<file path="src/rtl/fp_addsub_pkg.sv">
// Shared types and field helpers for the multi-cycle FP add/sub sequencer.
// Field helpers take a zero-extended 64-bit word so one definition serves any format width.
package fp_addsub_pkg;

    typedef enum logic [2:0] {
        StIdle,
        StAlign,
        StAdd,
        StNorm,
        StDone
    } state_e;

    localparam int unsigned EXP_WIDTH_DEF = 8;
    localparam int unsigned MAN_WIDTH_DEF = 23;

    function automatic int unsigned fp_width(input int unsigned exp_w, input int unsigned man_w);
        return exp_w + man_w + 1;
    endfunction

    function automatic logic [63:0] fp_exp_max(input int unsigned exp_w);
        return (64'd1 << exp_w) - 64'd1;
    endfunction

    function automatic logic fp_sign(input logic [63:0] word, input int unsigned exp_w,
                                     input int unsigned man_w);
        return 1'(word >> (exp_w + man_w));
    endfunction

    function automatic logic [63:0] fp_exp(input logic [63:0] word, input int unsigned exp_w,
                                           input int unsigned man_w);
        return (word >> man_w) & fp_exp_max(exp_w);
    endfunction

    function automatic logic [63:0] fp_man(input logic [63:0] word, input int unsigned man_w);
        return word & ((64'd1 << man_w) - 64'd1);
    endfunction

endpackage

</file>
<file path="src/rtl/fp_exp_align.sv">
// Combinational magnitude compare, swap and saturating right-shift alignment.
// X is always the larger-magnitude operand; Y's mantissa is pre-shifted to X's exponent.
module fp_exp_align
    import fp_addsub_pkg::*;
#(
    parameter int unsigned EXP_WIDTH = EXP_WIDTH_DEF,
    parameter int unsigned MAN_WIDTH = MAN_WIDTH_DEF
) (
    input  logic [EXP_WIDTH+MAN_WIDTH:0] i_a,
    input  logic [EXP_WIDTH+MAN_WIDTH:0] i_b,
    output logic                         o_special,
    output logic                         o_sign_x,
    output logic                         o_sign_y,
    output logic                         o_opp_tie,
    output logic [EXP_WIDTH-1:0]         o_exp_x,
    output logic [MAN_WIDTH:0]           o_man_x,
    output logic [MAN_WIDTH:0]           o_man_y
);
    localparam int unsigned W = fp_width(EXP_WIDTH, MAN_WIDTH);
    localparam logic [EXP_WIDTH-1:0] EXP_MAX = EXP_WIDTH'(fp_exp_max(EXP_WIDTH));

    logic                 w_sign_a, w_sign_b, w_a_ge_b;
    logic [EXP_WIDTH-1:0] w_exp_a, w_exp_b, w_exp_y, w_diff;
    logic [MAN_WIDTH-1:0] w_frac_a, w_frac_b;
    logic [MAN_WIDTH:0]   w_man_a, w_man_b, w_man_y;

    assign w_sign_a = fp_sign(64'(i_a), EXP_WIDTH, MAN_WIDTH);
    assign w_sign_b = fp_sign(64'(i_b), EXP_WIDTH, MAN_WIDTH);
    assign w_exp_a  = EXP_WIDTH'(fp_exp(64'(i_a), EXP_WIDTH, MAN_WIDTH));
    assign w_exp_b  = EXP_WIDTH'(fp_exp(64'(i_b), EXP_WIDTH, MAN_WIDTH));
    assign w_frac_a = MAN_WIDTH'(fp_man(64'(i_a), MAN_WIDTH));
    assign w_frac_b = MAN_WIDTH'(fp_man(64'(i_b), MAN_WIDTH));

    // Zero exponent flushes the operand (denormals included) to a zero mantissa.
    assign w_man_a = (w_exp_a == '0) ? '0 : {1'b1, w_frac_a};
    assign w_man_b = (w_exp_b == '0) ? '0 : {1'b1, w_frac_b};

    assign w_a_ge_b  = (i_a[W-2:0] >= i_b[W-2:0]);
    assign o_special = (w_exp_a == EXP_MAX) || (w_exp_b == EXP_MAX);
    assign o_opp_tie = (i_a[W-2:0] == i_b[W-2:0]) && (w_sign_a != w_sign_b);

    assign o_sign_x = w_a_ge_b ? w_sign_a : w_sign_b;
    assign o_sign_y = w_a_ge_b ? w_sign_b : w_sign_a;
    assign o_exp_x  = w_a_ge_b ? w_exp_a : w_exp_b;
    assign w_exp_y  = w_a_ge_b ? w_exp_b : w_exp_a;
    assign o_man_x  = w_a_ge_b ? w_man_a : w_man_b;
    assign w_man_y  = w_a_ge_b ? w_man_b : w_man_a;

    assign w_diff  = o_exp_x - w_exp_y;
    assign o_man_y = (32'(w_diff) >= MAN_WIDTH + 32'd2) ? '0 : (w_man_y >> w_diff);

endmodule

</file>
<file path="src/rtl/fp_addsub_ctrl.sv">
// Multi-cycle FP add/sub sequencer: ALIGN, ADD, iterative NORM, then a held DONE result.
// Results truncate; overflow saturates to infinity; unnormalizable results flush to +0.
module fp_addsub_ctrl
    import fp_addsub_pkg::*;
#(
    parameter int unsigned EXP_WIDTH = EXP_WIDTH_DEF,
    parameter int unsigned MAN_WIDTH = MAN_WIDTH_DEF
) (
    input  logic                         clk,
    input  logic                         rst_n,
    input  logic                         in_valid,
    output logic                         in_ready,
    input  logic [EXP_WIDTH+MAN_WIDTH:0] a,
    input  logic [EXP_WIDTH+MAN_WIDTH:0] b,
    input  logic                         op,
    output logic                         out_valid,
    input  logic                         out_ready,
    output logic [EXP_WIDTH+MAN_WIDTH:0] result,
    output logic                         overflow,
    output logic                         zero
);
    localparam int unsigned W = fp_width(EXP_WIDTH, MAN_WIDTH);
    localparam logic [EXP_WIDTH-1:0] EXP_MAX = EXP_WIDTH'(fp_exp_max(EXP_WIDTH));

    state_e               r_state, w_state_d;
    logic [W-1:0]         r_a, w_a_d, r_b, w_b_d, r_result, w_result_d;
    logic                 r_sign, w_sign_d, r_eff_sub, w_eff_sub_d;
    logic [EXP_WIDTH-1:0] r_exp, w_exp_d, w_exp_inc;
    logic [MAN_WIDTH:0]   r_man_x, w_man_x_d, r_man_y, w_man_y_d;
    logic [MAN_WIDTH+1:0] r_sum, w_sum_d;
    logic                 r_overflow, w_overflow_d, r_zero, w_zero_d;
    logic                 r_in_ready, w_in_ready_d, r_out_valid, w_out_valid_d;

    logic                 w_special, w_sign_x, w_sign_y, w_opp_tie;
    logic [EXP_WIDTH-1:0] w_exp_x;
    logic [MAN_WIDTH:0]   w_man_x, w_man_y;

    fp_exp_align #(
        .EXP_WIDTH (EXP_WIDTH),
        .MAN_WIDTH (MAN_WIDTH)
    ) u_align (
        .i_a       (r_a),
        .i_b       (r_b),
        .o_special (w_special),
        .o_sign_x  (w_sign_x),
        .o_sign_y  (w_sign_y),
        .o_opp_tie (w_opp_tie),
        .o_exp_x   (w_exp_x),
        .o_man_x   (w_man_x),
        .o_man_y   (w_man_y)
    );

    assign w_exp_inc = r_exp + EXP_WIDTH'(1);

    always_comb begin
        w_state_d    = r_state;
        w_a_d        = r_a;
        w_b_d        = r_b;
        w_sign_d     = r_sign;
        w_eff_sub_d  = r_eff_sub;
        w_exp_d      = r_exp;
        w_man_x_d    = r_man_x;
        w_man_y_d    = r_man_y;
        w_sum_d      = r_sum;
        w_result_d   = r_result;
        w_overflow_d = r_overflow;
        w_zero_d     = r_zero;
        unique case (r_state)
            StIdle: begin
                if (in_valid && r_in_ready) begin
                    w_a_d     = a;
                    w_b_d     = {b[W-1] ^ op, b[W-2:0]};
                    w_state_d = StAlign;
                end
            end
            StAlign: begin
                if (w_special) begin
                    w_result_d   = {w_sign_x, EXP_MAX, {MAN_WIDTH{1'b0}}};
                    w_overflow_d = 1'b1;
                    w_zero_d     = 1'b0;
                    w_state_d    = StDone;
                end else begin
                    w_sign_d    = w_opp_tie ? 1'b0 : w_sign_x;
                    w_eff_sub_d = w_sign_x ^ w_sign_y;
                    w_exp_d     = w_exp_x;
                    w_man_x_d   = w_man_x;
                    w_man_y_d   = w_man_y;
                    w_state_d   = StAdd;
                end
            end
            StAdd: begin
                // X >= Y by magnitude, so the subtraction never goes negative.
                w_sum_d   = r_eff_sub ? ({1'b0, r_man_x} - {1'b0, r_man_y})
                                      : ({1'b0, r_man_x} + {1'b0, r_man_y});
                w_state_d = StNorm;
            end
            StNorm: begin
                w_state_d = StDone;
                if (r_sum == '0) begin
                    w_result_d   = '0;
                    w_overflow_d = 1'b0;
                    w_zero_d     = 1'b1;
                end else if (r_sum[MAN_WIDTH+1]) begin
                    w_zero_d = 1'b0;
                    if (w_exp_inc == EXP_MAX) begin
                        w_result_d   = {r_sign, EXP_MAX, {MAN_WIDTH{1'b0}}};
                        w_overflow_d = 1'b1;
                    end else begin
                        w_result_d   = {r_sign, w_exp_inc, r_sum[MAN_WIDTH:1]};
                        w_overflow_d = 1'b0;
                    end
                end else if (r_sum[MAN_WIDTH]) begin
                    w_result_d   = {r_sign, r_exp, r_sum[MAN_WIDTH-1:0]};
                    w_overflow_d = 1'b0;
                    w_zero_d     = 1'b0;
                end else if (r_exp > EXP_WIDTH'(1)) begin
                    w_sum_d   = r_sum << 1;
                    w_exp_d   = r_exp - EXP_WIDTH'(1);
                    w_state_d = StNorm;
                end else begin
                    w_result_d   = '0;
                    w_overflow_d = 1'b0;
                    w_zero_d     = 1'b1;
                end
            end
            StDone: begin
                if (out_ready) begin
                    w_state_d = StIdle;
                end
            end
            default: w_state_d = StIdle;
        endcase
        // Handshake flags are registered from the next state so they follow state entry.
        w_in_ready_d  = (w_state_d == StIdle);
        w_out_valid_d = (w_state_d == StDone);
    end

    always_ff @(posedge clk) begin
        if (!rst_n) begin
            r_state     <= StIdle;
            r_a         <= '0;
            r_b         <= '0;
            r_sign      <= 1'b0;
            r_eff_sub   <= 1'b0;
            r_exp       <= '0;
            r_man_x     <= '0;
            r_man_y     <= '0;
            r_sum       <= '0;
            r_result    <= '0;
            r_overflow  <= 1'b0;
            r_zero      <= 1'b0;
            r_in_ready  <= 1'b0;
            r_out_valid <= 1'b0;
        end else begin
            r_state     <= w_state_d;
            r_a         <= w_a_d;
            r_b         <= w_b_d;
            r_sign      <= w_sign_d;
            r_eff_sub   <= w_eff_sub_d;
            r_exp       <= w_exp_d;
            r_man_x     <= w_man_x_d;
            r_man_y     <= w_man_y_d;
            r_sum       <= w_sum_d;
            r_result    <= w_result_d;
            r_overflow  <= w_overflow_d;
            r_zero      <= w_zero_d;
            r_in_ready  <= w_in_ready_d;
            r_out_valid <= w_out_valid_d;
        end
    end

    assign in_ready  = r_in_ready;
    assign out_valid = r_out_valid;
    assign result    = r_result;
    assign overflow  = r_overflow;
    assign zero      = r_zero;

endmodule
</file>
<file path="config.mk">
export PLATFORM = sky130hd
export DESIGN_NAME = fp_addsub_ctrl
export DESIGN_NICKNAME = d
export VERILOG_FILES = /design/src/rtl/fp_addsub_pkg.sv /design/src/rtl/fp_exp_align.sv /design/src/rtl/fp_addsub_ctrl.sv
export SDC_FILE = /design/constraint.sdc
export NUM_CORES = 1
export LEC_CHECK = 0
export CORE_MARGIN = 4
export CORE_UTILIZATION = 45
export CTS_CLUSTER_SIZE = 10
export DETAILED_ROUTE_END_ITERATION = 16
export GPL_ROUTABILITY_DRIVEN = 0
export PLACE_DENSITY = 0.67
export SETUP_SLACK_MARGIN = 0.1
export SYNTH_ARGS = -nofsm -noshare
export SYNTH_HDL_FRONTEND = slang
export SYNTH_SLANG_ARGS = --single-unit
</file>
<file path="constraint.sdc">
create_clock -name clk -period 4.4 [get_ports clk]
set_input_delay 0.44 -clock clk [delete_from_list [all_inputs] [get_ports clk]]
set_output_delay 0.44 -clock clk [all_outputs]
set_load 0.1 [all_outputs]
</file>
==> qor.log, run 1 <==
[routing] Wirelength per Cell 18.0 µm
[synth] area share of the largest cell type after synthesis 0.306
[power] Static Leakage 5.65 nW
[routing] # DRC 0
[min_path] Hold Path Class reg -> reg
[cts] Num CTS Buffers 17
[synth] simple logic cell fraction of the synthesized area 0.224
[synth] number of enable-type register cells in the synthesized netlist 0
[critical_path] Worst path max stage delay 0.37 ns
[global_route] antenna violations before repair 1
[place] placed wire-length estimate after detailed placement 27.3 mm
[critical_path] maximum fanout encountered on the critical timing path 6
[layout] fill cell instance count of the final layout 2446
[floorplanning] row count 59
[global_route] first-pass GRT wire length 57.6 mm
[synth] ranking of synthesized cells by area dfxtp_1 31%, nand2_1 8.2%, ha_1 6.3%
[cts] post-CTS clock slew at the launch and capture registers of the worst setup and hold paths 0.07 ns
[layout] layout cell share with drive strength beyond 1 0.152
[timing] highest clock rate 234 MHz
[timing] largest clock skew in the final design 0.0184 ns
[global_route] aggregate global routing overflow 0
[run_status] result of the run complete, no violations
[synth] Synth Area per Inst 7.81 µm²
[min_path] cell count of the worst hold path 2
[floorplanning] width of the chip 172 µm
[critical_path] Worst Path Class, Setup reg -> reg
[synth] primary flip-flop cell chosen by synthesis mapping dfxtp_1
[layout] layout overhead on the synthesized area 24.3%
[synth] number of different library cells in the post-synthesis netlist 88
[routing] met3 wire length 2.35 mm
[synth] portion of netlist area occupied by mux cells 0.0795
[place] minimum setup slack after placement 0.102 ns
[synth] largest area contributor in the netlist dfxtp_1
[timing] Slew Limit Fails 0
[layout] area taken by flip-flops and latches 3730 µm²
[routing] Total Routed Length 36.8 mm
[timing] worst setup margin 0.126 ns
[floorplanning] Die Ht 172 µm
[layout] area of all placed cells without fillers 15100 µm²
[timing] RSZ-0062 raised after global routing yes
[critical_path] data arrival time of the critical path 4.64 ns
[layout] Non-Filler Instances 2042
[timing] max_slew headroom 0.332
[layout] net count reported at finish 1825
[critical_path] data required time of the worst path 4.77 ns
[routing] uppermost layer routed met5
[flow_run] max cap viols 0
[critical_path] CP Launch Point r_b[21]
[synth] Synth Register Bits 186
[cts] insertion delay to the later sink of the worst-skew pair 0.44 ns
[routing] 1st-iter DRT viols 1078
[min_path] Worst Hold End r_sign
[cts] buffer cell driving the clock tree root clkbuf_16
[cts] TritonCTS clock tree yes
[synth] FFs w/ async S/R, synth 0
[layout] total area of multi-input combinational cells 8130 µm²
[synth] Cell Area, Synth 12100 µm²
[power] overall power 8.74 mW
[floorplanning] Top-Level Pins 105
[synth] Post-Synth Adder-Cell Area 0.0645
[layout] most frequent cells in the layout 265 x nand2_1, 180 x dfxtp_1, 157 x nor2_1, 131 x a21oi_1, 108 x buf_4
[floorplanning] starting density of the core 0.462
[routing] number of iterations in the first detailed-routing pass 6
[critical_path] slowest cell on the critical path nor4_4
[critical_path] launch instance of the worst register-to-register path r_b[21]
[critical_path] startpoint types register
[synth] sequential cell area fraction in the yosys report 0.306
[critical_path] Worst Reg-to-Reg Cells 20
[critical_path] critical path depth 20
[global_route] number of global-route vias before repair 11100
[critical_path] cell type group with the largest total delay on the critical path simple AND/OR/NAND/NOR gates
[routing] DRT antenna net count 0
[critical_path] category of the worst setup path capture point register
[critical_path] FF-to-FF setup slack 0.13 ns
[critical_path] ordered list of cells on the worst path inv_2 > ha_4 > nand4_1 > nor4_4 > a32oi_1 > and2_4 > a211oi_4 > nor2_2 > ha_2 > nand2_2 > nand3_2 > a2111oi_4 > buf_4 > nor3_2 > o41ai_2 > o21bai_4 > nand3b_4 > buf_6 > or3_4 > a21oi_2
[cts] deepest clock path buffer count 2
[min_path] hold path start r_sign
[global_route] global-route total usage across every layer 0.239
[timing] share of the clock period used by the worst path 0.971
[floorplanning] Total Die Area 29700 µm²
[synth] xor-xnor portion of the synthesized cell area 0.0395
[synth] total of warnings raised by yosys 0
[layout] ant diodes 0
[place] instance area after placement 14100 µm²
[routing] routed length on met2 17.2 mm
[synth] Mapped Cells 1556
[place] count of input and output buffers 104
[timing] time the worst path needs with I/O delays and setup 4.27 ns
[cts] cts hold-fix bufs 0
[synth] compound-cell area share of the yosys netlist 0.235
[critical_path] endpoint of the most critical register-to-register path r_man_y[19]
[cts] number of clock sinks 186
[power] worst IR drop on VDD 0.341 mV
[timing] count of final hold-check violations 0
[routing] Vias 12200
[timing] worst slack on hold paths 0.459 ns
[routing] detailed-route vias per instance 5.98
[critical_path] Critical path buffers and inverters 3
[timing] Final setup viols 0
[cts] level count of the clock H-tree 4
[routing] post-route met1 wirelength 16.3 mm
[place] number of placed cells counting well taps 1994
[layout] most common cell after layout, fill and taps aside nand2_1
[synth] combinational family with the most area after synthesis compound AO/OA/AOI/OAI gates
[synth] synthesized netlist net count 1687
[timing] Tightest Pin Transition 0.998 ns
[global_route] pin count of the biggest net entering global routing 153
[power] power density over the cells 578 nW/µm²
[floorplanning] Std-Cell Core Area 26300 µm²
-- per-layer routing --
layer,global-route usage,up-vias
li1,-,5929
met1,0.331,5723
met2,0.390,474
met3,0.0334,86
met4,0.0690,2
met5,0,-
-- final cells by class --
| type | count | area share |
|---|---|---|
| timing repair buffer | 223 | 0.136 |
| inverter | 52 | 0.0131 |
| clock inverter | 15 | 0.0101 |
| tap | 335 | 0.0277 |
| multi-input combinational | 1214 | 0.538 |
| sequential | 186 | 0.247 |
| clock buffer | 17 | 0.0282 |
-- state kept, by name, summed over array words and instances (netlist names) --
signal     flops
r_exp          8
r_sum         25
r_sign         1
out_valid      1
result        32
r_b           32
r_man_y       24
zero           1
overflow       1
in_ready       1
r_man_x       24
r_a           32
r_state        3
r_eff_sub      1
-- Yosys cell counts (all sizes together) (9+ instances only) --
library cell	count
mux2	14
a221oi	52
a22o	9
nand4	14
ha	61
nor2	159
and2	9
nor2b	10
nor3	66
nand3	21
a21o	9
buf	22
dfxtp	186
clkbuf	82
or3	10
a21oi	134
a22oi	26
nand2	268
xor2	11
o21ai	78
a211oi	15
mux4	20
inv	51
mux2i	35
xnor2	43
a32oi	10
nor4	22
o21a	12
-- worst max path at each step --
stage                   to
2_1_floorplan   r_man_y[6]
3_3_place_gp   r_man_y[23]
3_5_place_dp   r_man_y[23]
4_1_cts         r_man_y[5]
5_1_grt         r_man_y[6]
6_report       r_man_y[19]
-- where the power goes --
part           total (mW)  switching [mW]  leakage, nW  internal [mW]
Sequential           2.02           0.176         1.51           1.84
Clock                1.54           0.785        0.283          0.758
Combinational        5.18            3.00         3.85           2.18
Total                8.74            3.96         5.65           4.77
-- worst register-to-register path, delay by kind of cell, from the launching register on --
family / cells / cell delay [ns]
adder cells (fa/ha/maj): 2 / 0.44
flip-flops: 1 / 0.36
buffers and inverters: 3 / 0.39
AND/OR/NAND/NOR: 9 / 1.59
AO/OA/AOI/OAI: 6 / 1.44
-- logic make-up after synthesis --
group           Yosys count
fa+ha+maj                62
flops                   186
buf+inv                 156
mux                      69
compound gates          423
simple gates            606
xor+xnor                 54
-- repair_timing --
item / in CTS / in global routing
buffers inserted: 0 / 14
gates resized for setup: 1 / 56
pin swaps: 1 / 29
gates cloned: 0 / 2
endpoints found under the setup margin: 18 / 27
-- metrics by stage --
stage | setup TNS (ns) | util
after CTS | 0 | 0.557
after detailed placement | 0 | 0.535
final | 0 | 0.575
after global placement | 0 | 0.535
after floorplan | 0 | -
after global routing | -0.595 | 0.575
Note: power is estimated with default switching activity, not from simulation.
==> inputs of run 2 (changes only) <==
--- a/config.mk
+++ b/config.mk
@@ -7,7 +7,7 @@
 export LEC_CHECK = 0
 export CORE_MARGIN = 4
 export CORE_UTILIZATION = 45
-export CTS_CLUSTER_SIZE = 10
+export CTS_CLUSTER_SIZE = 25
 export DETAILED_ROUTE_END_ITERATION = 16
 export GPL_ROUTABILITY_DRIVEN = 0
 export PLACE_DENSITY = 0.67
==> results of run 2 <==
The final DEF is identical to that of run 1; final timing and power are the same.
